### config.mk
export PLATFORM = sky130hd
export DESIGN_NAME = e1_tx_ts_sched
export DESIGN_NICKNAME = d
export VERILOG_FILES = /design/src/rtl/e1_tx_ts_sched.sv
export SDC_FILE = /design/constraint.sdc
export NUM_CORES = 1
export LEC_CHECK = 0
export ABC_AREA = 1
export CORE_AREA = 3 3 60 104
export DETAILED_ROUTE_END_ITERATION = 12
export DIE_AREA = 0 0 63 107
export GPL_TIMING_DRIVEN = 0
export PLACE_DENSITY = 0.62
export SLEW_MARGIN = 20
export SYNTH_ARGS = -nofsm -noshare
export SYNTH_HDL_FRONTEND = slang
export SYNTH_SLANG_ARGS = --single-unit
### constraint.sdc
create_clock -name clk2 -period 1.94 [get_ports clk2]
set_clock_uncertainty 0.1 [all_clocks]
set_input_delay 0.291 -clock clk2 [delete_from_list [all_inputs] [get_ports clk2]]
set_output_delay 0.291 -clock clk2 [all_outputs]
set_load 0.01 [all_outputs]
### src/rtl/e1_tx_ts_sched.sv
// E1 transmit timeslot/frame scheduler: counts bits, slots and frames in the clk2 domain
// and builds each outgoing byte (FAS/NFAS, MFAS, payload or IDLE) for the serializer.
module e1_tx_ts_sched #(
   parameter logic [6:0] FASW = 7'b0011011,
   parameter logic [7:0] IDLE = 8'hFF
) (
   input  logic       clk2,
   input  logic       rst,
   input  logic       en,
   input  logic       cas,
   input  logic       rai,
   input  logic       rmai,
   input  logic [4:0] sa,
   input  logic       ais,
   output logic       pld_req,
   output logic [4:0] pld_ts,
   input  logic [7:0] pld_data,
   input  logic       pld_vld,
   output logic       ld,
   output logic [7:0] txbyte,
   output logic [4:0] txts,
   output logic [3:0] txfrm,
   output logic       mfs,
   output logic       urun
);

   logic [2:0] bitcnt;
   logic [4:0] ts;
   logic [3:0] frm;
   logic       ld_r;
   logic       mfs_r;
   logic       urun_r;
   logic       pay;
   logic [7:0] nxt_byte;
   logic       nxt_urun;

   // NOTE: every signal assigned in always_comb gets a default first so no latch is inferred.
   always_comb begin
      pay      = (ts != 5'd0) && !((ts == 5'd16) && (frm == 4'd0) && cas);
      nxt_byte = IDLE;
      nxt_urun = 1'b0;
      if (ais)
         nxt_byte = IDLE;
      else if ((ts == 5'd0) && !frm[0])
         nxt_byte = {1'b1, FASW};
      else if (ts == 5'd0)
         nxt_byte = {2'b11, rai, sa};
      else if (!pay)
         nxt_byte = {4'b0000, 1'b1, rmai, 2'b11};
      else if (pld_vld)
         nxt_byte = pld_data;
      else
         nxt_urun = 1'b1;
   end

   // NOTE: sequential state uses non-blocking assignments so all registers update together.
   always_ff @(posedge clk2 or negedge rst) begin
      if (!rst) begin
         bitcnt <= 3'd0;
         ts     <= 5'd0;
         frm    <= 4'd0;
         ld_r   <= 1'b0;
         mfs_r  <= 1'b0;
         urun_r <= 1'b0;
         txbyte <= IDLE;
         txts   <= 5'd0;
         txfrm  <= 4'd0;
      end else if (en) begin
         bitcnt <= bitcnt + 3'd1;
         ld_r   <= 1'b0;
         mfs_r  <= 1'b0;
         urun_r <= 1'b0;
         // Last bit of the slot: commit the byte and step to the next slot.
         if (bitcnt == 3'd7) begin
            ld_r   <= 1'b1;
            txbyte <= nxt_byte;
            txts   <= ts;
            txfrm  <= frm;
            mfs_r  <= (ts == 5'd0) && (frm == 4'd0);
            urun_r <= nxt_urun;
            ts     <= ts + 5'd1;
            if (ts == 5'd31)
               frm <= frm + 4'd1;
         end
      end
   end

   // Strobes are masked while disabled; a held ld_r is delivered once counting resumes.
   assign ld      = ld_r & en;
   assign mfs     = mfs_r & en;
   assign urun    = urun_r & en;
   assign pld_req = en && (bitcnt == 3'd6) && pay && !ais;
   assign pld_ts  = ts;

endmodule

After elaboration in Yosys (flattened, before gate mapping). Cells that the tools add are included.

Reduce and logical (&&, ||, !) cells: 16. Bitwise logic cells: 3. Mux-type cells: 13. Eq/ne operators: 4. Add/sub/neg operators: 3.

Operators by type and width (number): $mux W8 (5); $eq A5 B5 Y1 const B (2); $logic_and A1 B1 Y1 (8); $mux W1 (8); $eq A3 B3 Y1 const B (2); $add A5 B1 Y5 const B (1); $logic_not A5 Y1 (1); $reduce_bool A5 Y1 (1); $add A4 B1 Y4 const B (1); $logic_not A4 Y1 (1); $add A3 B1 Y3 const B (1); $and A1 B1 Y1 (3); $logic_not A1 Y1 (3); $reduce_and A3 Y1 (1); $reduce_and A2 Y1 (1).

Output and inout bits: 26. Flip-flop bits (word level): 32.

Logic depth before layout (Yosys ltp).
Word-level depth: 10. Gate-level depth with buffers: 10. Mapped depth without buffers: 10.

Worst setup path before layout. No wires, ideal clock.

Path type: register to output. Start point: reg ts[0], in the netlist pld_ts[0]. End point: out pld_req. Path buffers: 0. Data arrival time: 1323 ps. Cell stages (with the launch flop): 8. Required time: 1549 ps. Slack: 226 ps. Cells stage by stage: dfrtp_1 inv_1 ha_1 nand3_4 inv_1 nand2_4 nand2_4 nor3_1.

Cells in the longest elaborated chain, start to end: 7. Elaborated cells between the ends (all ways): 8. Classes of those cells: 1 x eq/ne; 7 x reduce/logical.

Ends and longest elaborated chain: from (decl) (line 28) `logic [4:0] ts;`; from (signal assigned) (line 81) `ts <= ts + 5'd1;`; $eq A5 B5 Y1 (line 39) `pay = (ts != 5'd0) && !((ts == 5'd16) && (frm == 4'd0) && cas);`; $logic_and A1 B1 Y1 (2 in series) (line 39); $logic_not A1 Y1 (line 39); $logic_and A1 B1 Y1 (*) (line 39); $logic_and A1 B1 Y1 (*) (2 in series) (line 92) `assign pld_req = en && (bitcnt == 3'd6) && pay && !ais;`; to (decl) (line 15) `output logic pld_req,`.

Mark *: on every way between the ends. The rest lies on a longest branch, timed or not.

Final worst setup path.
Start point: reg ts[1], in the netlist pld_ts[1]. End point: out pld_req.

Same word-level chain as after synthesis.

==> summary.md <==
| Metric | Value |
|---|---|
| Die H | ~110 um |
| R2r endpoint | txbyte[4] |
| Worst Path Class, Setup | reg -> out |
| CTS Buf Count | 5 |
| Dpl cells | 302 |
| Main synth FF type | dfrtp_1 |
| Crit path time final | approximately 1.9 ns |
| # diodes | 0 |
| Fmax | about 0.54 GHz |
| TNS Setup | 0 ns |
| Fin cells | approximately 320 |
| Via count | between 1,000 and 1,500 |
| Hold Crit Class | in -> reg |
| Max-Cap Viols | 0 |
| Vias in the first global route | 1,491 |
| Crit path required time | about 1.6 ns |
| Placed instance area | between 2000 and 2500 um2 |
| DP Wirelength | about 3200 um |
| First-pass GRT wire length | ~7000 um |
| Hold path depth | 2 |
| Vias per cell | between 4 and 5 |
| Initial antenna violation count | 0 |
| Syn Nets | about 210 |
| DIE AREA | roughly 6700 um2 |
| Port Buffer Count | 45 |
| VDD IR max | about 430 uV |
| Worst Hold End | bitcnt[0] |
| Fin crit share | between 90% and 100% |
| Ys async rst share | 100% |
| Reg-to-reg startpoint | pld_ts[1] |
| Clock root cell | clkbuf_8 |
| Synth Warn # | 0 |
| Filler Cell Count | 544 |
| Top cells by area, synth | dfrtp_1, dfstp_2, nand2_1, ha_1, o21ai_0 |
| #FFs+latches synth | 32 |
| FP Rows | 36 |
| DR WL/cell | around 13 um |
| Area Growth Syn to Fin | 48.7% |
| Clock slew at reported path FFs | ~0.08 ns |
| CP endpoint kind | primary output |
| Number of synthesized flops with an enable pin | 0 |
| Post-synth cell types | 31 |
| Util after Layout | 43.9% |
| Final Hold Viols | 0 |
| Detailed-route DRC error count | 0 |
| Crit path max fanout | 9 |
| Power density over cell area | ~1400 nW/um2 |
| Critical path arrival | between 1 and 1.5 ns |
| Hold path start | en |
| Dpl ws | -0.287 ns |
| Seq/Total Area, Yosys | 49.6% |
| Global route overflow | 0 |
| Outcome | finished, final reports clean |
| Clock Latency Late Sink | around 0.29 ns |
| Largest net degree at the start of global routing | 23 |
| # nets final | between 200 and 300 |
| DR pass1 iterations | 4 |
| Routed wire length | about 4000 um |
| Share of layout cells above drive strength 1 | 24.0% |
| Commonest cells in the netlist | nand2_1, dfrtp_1, inv_1, nor2_1, o21ai_0 |
| Routed Antenna Nets | 0 |
| Reg2reg setup slack | 0.26 ns |
| Tightest Pin Transition | roughly 0.3 ns |
| Clk sinks | 32 |
| Fin worst setup slack | approximately 0.08 ns |
| Final setup vio count | 0 |
| Initial DRC Count | 25 |
| Post-route cell area | around 2400 um2 |
| CTS max path bufs | 2 |
| Worst Reg-to-Reg Cells | 10 |
| Post-synth top area share | ~37% |
| Most common cell in the netlist | nand2_1 |
| Mapped Cells | between 150 and 200 |
| Leak pwr | 1.18 nW |
| Slew Limit Fails | 0 |
| Post-synthesis cell area | between 1500 and 2000 um2 |
| Worst rel slew slack | about four fifths |
| Syn avg cell area | around 9 um2 |
| Die extent in x | 63 um |
| RSZ-0062 raised after global routing | false |
| H-tree depth | 2 |
| Total GRT Usage | a little over an eighth |
| Setup crit start | pld_ts[1] |
| Worst setup SP type | register |
| Initial Util | 29.5% |
| I/O pin cnt | 47 |
| Core Area | about 5500 um2 |
| GP Congestion | 0.782 |
| CTS tree | built |
| Cell type with the highest aggregate area in the netlist | dfrtp_1 |
[logic make-up after synthesis]
| logic type | synth area share (%) |
|---|---|
| buffers and inverters | 7.65 |
| AND/OR/NAND/NOR | 22.6 |
| AO/OA/AOI/OAI | 10.3 |
| adder cells (fa/ha/maj) | 6.12 |
| XOR/XNOR | 3.75 |
| flip-flops | 49.6 |
[what timing repair did]
action | CTS | global route
endpoints found under the hold margin | 4 | 0
hold buffers | 1 | 0
endpoints found under the setup margin | 1 | 1
gates resized for setup | 12 | 3
setup buffers | 6 | 5
pin swaps | 2 | 3
[sequential cells by signal, indices dropped and copies added (netlist names)]
name and flops:
pld_ts 5, urun_r 1, mfs_r 1, txbyte 8, ld_r 1, frm 4, txts 5, txfrm 4
bitcnt 3
[power by group]
group	internal, mW	switching, mW	total, mW
combinational	0.763	0.665	1.43
clock	0.380	0.262	0.642
sequential	1.02	0.220	1.24
[per-layer routing]
| metal | global-route usage, % | part of all wire [%] | up-vias |
|---|---|---|---|
| met5 | 0 | 0 | - |
| met4 | 7.42 | 3.4 | 0 |
| met3 | 2.41 | 3.2 | 10 |
| met2 | 24.4 | 55 | 28 |
| met1 | 14.0 | 38 | 663 |
| li1 | - | - | 694 |
[worst max-delay path by stage]
stage	endpoint	cells after the start
2_1_floorplan	pld_req	7
4_1_cts	pld_req	8
6_report	pld_req	8
3_5_place_dp	pld_req	8
3_3_place_gp	pld_req	8
5_1_grt	pld_req	8
[worst max-delay path: stages (launching register included)]
cell and delay, ns:
dfrtp_1 0.40, inv_2 0.09, ha_4 0.14, nand3_4 0.09, nor2_8 0.13, inv_8 0.06
nand2_4 0.08, nor3_2 0.04, buf_2 0.14
[through the flow]
step | hold WS [ns] | power (mW)
5_1_grt | 0.175 | 3.56
3_5_place_dp | 0.100 | 2.54
3_3_place_gp | 0.357 | 2.50
2_1_floorplan | -0.105 | 1.87
4_1_cts | 0.166 | 3.30
6_report | 0.168 | 3.31
[area by class of cell]
class / count / area, um2 / share of cell area (%)
plain buffers: 4 / 28.8 / 1.18
clock buffers: 5 / 68.8 / 2.83
clock inverters: 3 / 42.5 / 1.75
inverters: 23 / 98.8 / 4.06
multi-input cells: 121 / 727 / 29.9
flip-flops and latches: 32 / 811 / 33.3
well taps: 76 / 95.1 / 3.91
repair buffers: 58 / 561 / 23.0
[placed cells by master (no fill, tap or decap), drive strengths merged]
cell,instances
a21oi,9
a31oi,2
buf,18
bufinv,1
clkbuf,5
clkdlybuf4s50,43
clkinv,1
clkinvlp,1
dfrtp,24
dfstp,8
dlygate4sd3,1
ha,8
inv,23
nand2,50
nand3,3
nand4,2
nor2,18
nor3,2
o21ai,16
o21bai,1
o31ai,2
or2,1
xnor2,1
xor2,6
No activity file was read; power rests on OpenSTA's default activity.
